## config.mk

```make
export PLATFORM = sky130hd
export DESIGN_NAME = process_controller
export DESIGN_NICKNAME = d
export VERILOG_FILES = /design/src/rtl/process_controller.sv
export SDC_FILE = /design/constraint.sdc
export NUM_CORES = 1
export LEC_CHECK = 0
export ABC_AREA = 1
export CAP_MARGIN = 20
export CORE_MARGIN = 2
export CORE_UTILIZATION = 35
export CTS_CLUSTER_DIAMETER = 40
export DETAILED_ROUTE_END_ITERATION = 7
export GPL_TIMING_DRIVEN = 1
export MAX_ROUTING_LAYER = met4
export SLEW_MARGIN = 20
export SYNTH_ARGS = -nofsm -noshare
export SYNTH_HDL_FRONTEND = slang
export SYNTH_SLANG_ARGS = --single-unit
```

## constraint.sdc

```tcl
create_clock -name clock -period 2.3 [get_ports clock]
set_input_delay 0.46 -clock clock [delete_from_list [all_inputs] [get_ports clock]]
set_output_delay 0.46 -clock clock [all_outputs]
set_load 0.05 [all_outputs]
```

## src/rtl/process_controller.sv

```systemverilog
// Run-control stage for a cluster of matrix-multiplication cores.
// Sequences START -> RUN -> DONE for all cores, collects per-core completion,
// counts RUN cycles and optionally flags a timeout. All outputs are registered.
module process_controller #(
  parameter int NUM_CORES    = 2,
  parameter int START_CYCLES = 2,
  parameter int CYCLE_W      = 32,
  parameter int TIMEOUT      = 0
) (
  input  logic                   clock,
  input  logic                   reset,
  input  logic                   start,
  input  logic                   clear,
  input  logic [NUM_CORES-1:0]   end_process,
  output logic [2*NUM_CORES-1:0] status,
  output logic                   busy,
  output logic                   done,
  output logic                   error,
  output logic [NUM_CORES-1:0]   core_done,
  output logic [CYCLE_W-1:0]     cycle_count
);

  typedef enum logic [2:0] {
    S_IDLE,
    S_START,
    S_RUN,
    S_DONE,
    S_ERROR
  } state_t;

  // Start counter only needs to reach START_CYCLES-1.
  localparam int SCNT_W = (START_CYCLES > 1) ? $clog2(START_CYCLES) : 1;
  localparam logic [SCNT_W-1:0] START_LAST = SCNT_W'(START_CYCLES - 1);
  // TIMEOUT must fit in CYCLE_W bits; zero disables the check entirely.
  localparam logic [CYCLE_W-1:0] TIMEOUT_LAST = (TIMEOUT == 0) ? '0 : CYCLE_W'(TIMEOUT - 1);
  localparam logic [CYCLE_W-1:0] COUNT_MAX = '1;

  state_t                   state_q, state_d;
  logic [SCNT_W-1:0]        start_cnt, start_cnt_d;
  logic [NUM_CORES-1:0]     core_done_d;
  logic [CYCLE_W-1:0]       cycle_count_d;
  logic [CYCLE_W-1:0]       count_inc;
  logic [2*NUM_CORES-1:0]   status_d;
  logic                     all_done;
  logic                     timeout_hit;

  // Completion counts the current cycle's end_process so the last core's flag
  // moves the FSM to DONE on the very next edge.
  assign all_done    = &(core_done | end_process);
  assign count_inc   = (cycle_count == COUNT_MAX) ? cycle_count : cycle_count + CYCLE_W'(1);
  assign timeout_hit = (TIMEOUT != 0) && (cycle_count == TIMEOUT_LAST);

  // Next-state logic: clear beats completion, completion beats timeout.
  always_comb begin
    state_d       = state_q;
    start_cnt_d   = start_cnt;
    core_done_d   = core_done;
    cycle_count_d = cycle_count;
    case (state_q)
      S_IDLE: begin
        if (start) begin
          state_d       = S_START;
          start_cnt_d   = '0;
          core_done_d   = '0;
          cycle_count_d = '0;
        end
      end
      S_START: begin
        if (clear) begin
          state_d = S_IDLE;
        end else if (start_cnt == START_LAST) begin
          state_d = S_RUN;
        end else begin
          start_cnt_d = start_cnt + SCNT_W'(1);
        end
      end
      S_RUN: begin
        if (clear) begin
          state_d = S_IDLE;
        end else begin
          core_done_d   = core_done | end_process;
          cycle_count_d = count_inc;
          if (all_done) begin
            state_d = S_DONE;
          end else if (timeout_hit) begin
            state_d = S_ERROR;
          end
        end
      end
      S_DONE, S_ERROR: begin
        if (clear) begin
          state_d = S_IDLE;
        end
      end
      default: state_d = S_IDLE;
    endcase
  end

  // Status each core will see after the edge, derived from the next state so
  // a finishing core reads HALT on the same edge its core_done bit sets.
  always_comb begin
    status_d = '0;
    for (int n = 0; n < NUM_CORES; n++) begin
      case (state_d)
        S_START: status_d[2*n +: 2] = 2'b01;
        S_RUN:   status_d[2*n +: 2] = core_done_d[n] ? 2'b11 : 2'b10;
        S_DONE:  status_d[2*n +: 2] = 2'b11;
        default: status_d[2*n +: 2] = 2'b00;
      endcase
    end
  end

  // State and registered outputs; reset drops every core back to IDLE at once.
  always_ff @(posedge clock or posedge reset) begin
    if (reset) begin
      state_q     <= S_IDLE;
      start_cnt   <= '0;
      core_done   <= '0;
      cycle_count <= '0;
      status      <= '0;
      busy        <= 1'b0;
      done        <= 1'b0;
      error       <= 1'b0;
    end else begin
      state_q     <= state_d;
      start_cnt   <= start_cnt_d;
      core_done   <= core_done_d;
      cycle_count <= cycle_count_d;
      status      <= status_d;
      busy        <= (state_d == S_START) || (state_d == S_RUN);
      done        <= (state_d == S_DONE);
      error       <= (state_d == S_ERROR);
    end
  end

endmodule

```

==> results.json <==
{
  "clk_pin_slew_ps": 80,
  "vdd_drop_max_mv": 0.538,
  "io_pins": 47,
  "clkLatencyLatePin_ps": 300,
  "worst-setup-path-type": "reg -> out",
  "ff2ff_setup_slack_ps": 560,
  "synth-simple-area-share": 0.427,
  "io_buffers": 46,
  "post_cts_resized": 0,
  "wire_per_inst_um": 12.7,
  "rsz0062_at_grt": "no",
  "synth_mux_area_frac": 0,
  "cts_max_path_buffers": 2,
  "synth.distinct_cells": 27,
  "crit_family": "buffers and inverters",
  "r2r_cells": 9,
  "ctsHoldBuffers": 0,
  "finalHoldWorstSlack_ps": 533,
  "fin_cells": 570,
  "first_pass_iters": 4,
  "numCtsBuffers": 5,
  "cp_slowest_stage_delay_ps": 850,
  "cap_viol_max_count": 0,
  "ys_seq_area_frac": 0.397,
  "syn_inst": 417,
  "cellLeakagePower_nw": 1.39,
  "final_util": 0.447,
  "gp_congestion": 0.929,
  "drcViolationCount": 0,
  "min_from": "core_done[1]$_DFF_PP0_",
  "synth-compound-area-share": 0.0709,
  "outcome": "complete, no violations",
  "drtAntennaViolNets": 0,
  "fin_crit_sh": 0.915,
  "cts_tree": "yes",
  "min_delay_path_depth": 2,
  "pre_cts_ws_ps": 290,
  "die_w_um": 93.0,
  "worst_pin_slew_ps": 556,
  "worstPathBufferInverterCount": 1,
  "netlist_area_um2": 2770,
  "dieArea_um2": 8640,
  "vias": 2729,
  "grt_overflow": 0,
  "via_per_inst": 4.79,
  "hold_path.class": "reg -> reg",
  "drt_iter0_drc": 139,
  "drv_slew": 0,
  "n_fill_cell": 825,
  "critPathMaxFanout": 6,
  "setup_ws_ps": 196,
  "layout-drive-gt1-share": 0.0662,
  "wirelength_um": 7240,
  "area_growth_syn_to_layout_pct": 24.2,
  "grt_pass1_vias": 2579,
  "ys_ff_latch": 44,
  "cts_sinks": 44,
  "place_inst": 562,
  "die_h_um": 93.0,
  "yosys.area_share.adder": 0.00452,
  "num_rows": 32,
  "clock-root-buffer": "clkbuf_8",
  "synth_xor_area_frac": 0.00949,
  "critPathRequiredTime_ps": 1840,
  "crit_arrival_ps": 1640,
  "cp_cell_sequence": "clkdlybuf4s50_1",
  "grt_first_pass_wirelength_um": 12300,
  "end_kind": "output pin",
  "finalCriticalPeriod_ps": 2100,
  "core-area_um2": 7690,
  "syn_area_per_cell_um2": 6.64,
  "startpoint_type": "flip-flop",
  "finalHoldViolations": 0,
  "antenna_found_initial": 0,
  "nets": 474,
  "cts_setup_buffers": 0,
  "fin_tns_setup_ps": 0,
  "min_to": "core_done[1]$_DFF_PP0_",
  "cts-htree-levels": 2,
  "slew_headroom": 0.629,
  "finalSetupViolations": 0,
  "synth_top_family_by_area": "simple AND/OR/NAND/NOR gates",
  "post-dp-hpwl_um": 5540,
  "r2r-end": "cycle_count[21]$_DFFE_PP0P_",
  "ys_warn_count": 0,
  "synthesis.nets": 424,
  "slowest_stage": "clkdlybuf4s50_1",
  "antenna_cells": 0,
  "fin_skew_ps": 5.86,
  "fmax_mhz": 475,
  "grt_usage": 0.185,
  "initial_core_util": 0.360,
  "r2r_start": "cycle_count[0]$_DFFE_PP0P_",
  "p_per_area_nw_per_um2": 584,
  "grt_max_degree": 45
}
cell families (layout without fill, tap and decap cells):
logic type | Yosys count | in the layout
AOI/OAI and AO/OA | 37 | 37
xor gates and xnor gates | 3 | 3
adders and majority gates | 1 | 1
buffers and inverters | 52 | 103
DFF | 44 | 44
and+or+nand+nor | 280 | 280
metal layers:
layer	up-vias	global-route usage	wire length, um	share of wire
met5	-	-	0	0
met4	0	0.0539	72	0.0099
met3	6	0.0293	340	0.047
met2	74	0.301	3500	0.48
met1	1234	0.239	3330	0.46
li1	1415	-	-	-
worst max-delay path by stage:
stage | startpoint | endpoint | slack, ps | cells past startpoint
2_1_floorplan | cycle_count[0]$_DFFE_PP0P_ | cycle_count[9]$_DFFE_PP0P_ | 280 | 11
3_3_place_gp | clear | cycle_count[20]$_DFFE_PP0P_ | 370 | 8
3_5_place_dp | clear | cycle_count[4]$_DFFE_PP0P_ | 290 | 8
4_1_cts | cycle_count[14]$_DFFE_PP0P_ | cycle_count[14] | 190 | 1
5_1_grt | cycle_count[28]$_DFFE_PP0P_ | cycle_count[28] | 140 | 1
6_report | cycle_count[14]$_DFFE_PP0P_ | cycle_count[14] | 200 | 1
registers in the layout (all words and copies together) (netlist names):
register     count
cycle_count     32
state_q          3
status           3
core_done        2
busy             1
done             1
error            1
start_cnt        1
synth_stat cells (all sizes together):
| cell | number | area (um2) |
|---|---|---|
| nand3 | 47 | 240 |
| o21ai | 29 | 145 |
| nor3b | 1 | 7.51 |
| dfrtp | 44 | 1100 |
| ha | 1 | 12.5 |
| o22ai | 1 | 6.26 |
| nor3 | 4 | 25.0 |
| or2 | 8 | 50.1 |
| nand4 | 4 | 25.0 |
| a21oi | 3 | 15.0 |
| o21bai | 3 | 22.5 |
| o211ai | 1 | 7.51 |
| inv | 42 | 158 |
| buf | 10 | 92.6 |
| nor2 | 66 | 263 |
| xor2 | 3 | 26.3 |
| nand2 | 150 | 573 |
power by group:
group / internal [mW] / switching (mW)
sequential: 0.831 / 0.0401
combinational: 0.191 / 0.435
clock: 0.245 / 0.264
total: 1.27 / 0.739
layout by cell type (no fill, tap or decap), types with 2 or more instances in the layout:
cell	count
nand2_1	148
nor2_1	62
nand3_1	46
clkdlybuf4s50_1	46
dfrtp_1	44
inv_1	39
o21ai_0	23
or2_2	8
o21ai_1	6
clkbuf_8	6
buf_4	5
nand4_1	4
nor2_2	3
xor2_1	3
nor3_1	3
a21oi_1	3
o21bai_1	3
inv_2	2
clkbuf_1	2
buf_12	2
area by class of cell:
class                      count  area [um2]  share of cell area
clock buffer                   8        90.1              0.0262
inverter                      42         158              0.0458
multi-input combinational    321        1430               0.414
sequential                    44        1100               0.320
tap                          102         128              0.0371
timing repair buffer          53         538               0.156
per-stage QoR:
stage / total power [mW] / instance area [um2]
floorplan: 1.36 / 2770
CTS: 2.04 / 3440
detailed placement: 1.52 / 3350
global route: 2.13 / 3440
global placement: 1.51 / 3350
finish: 2.01 / 3440
No activity file was read; power rests on OpenSTA's default activity.
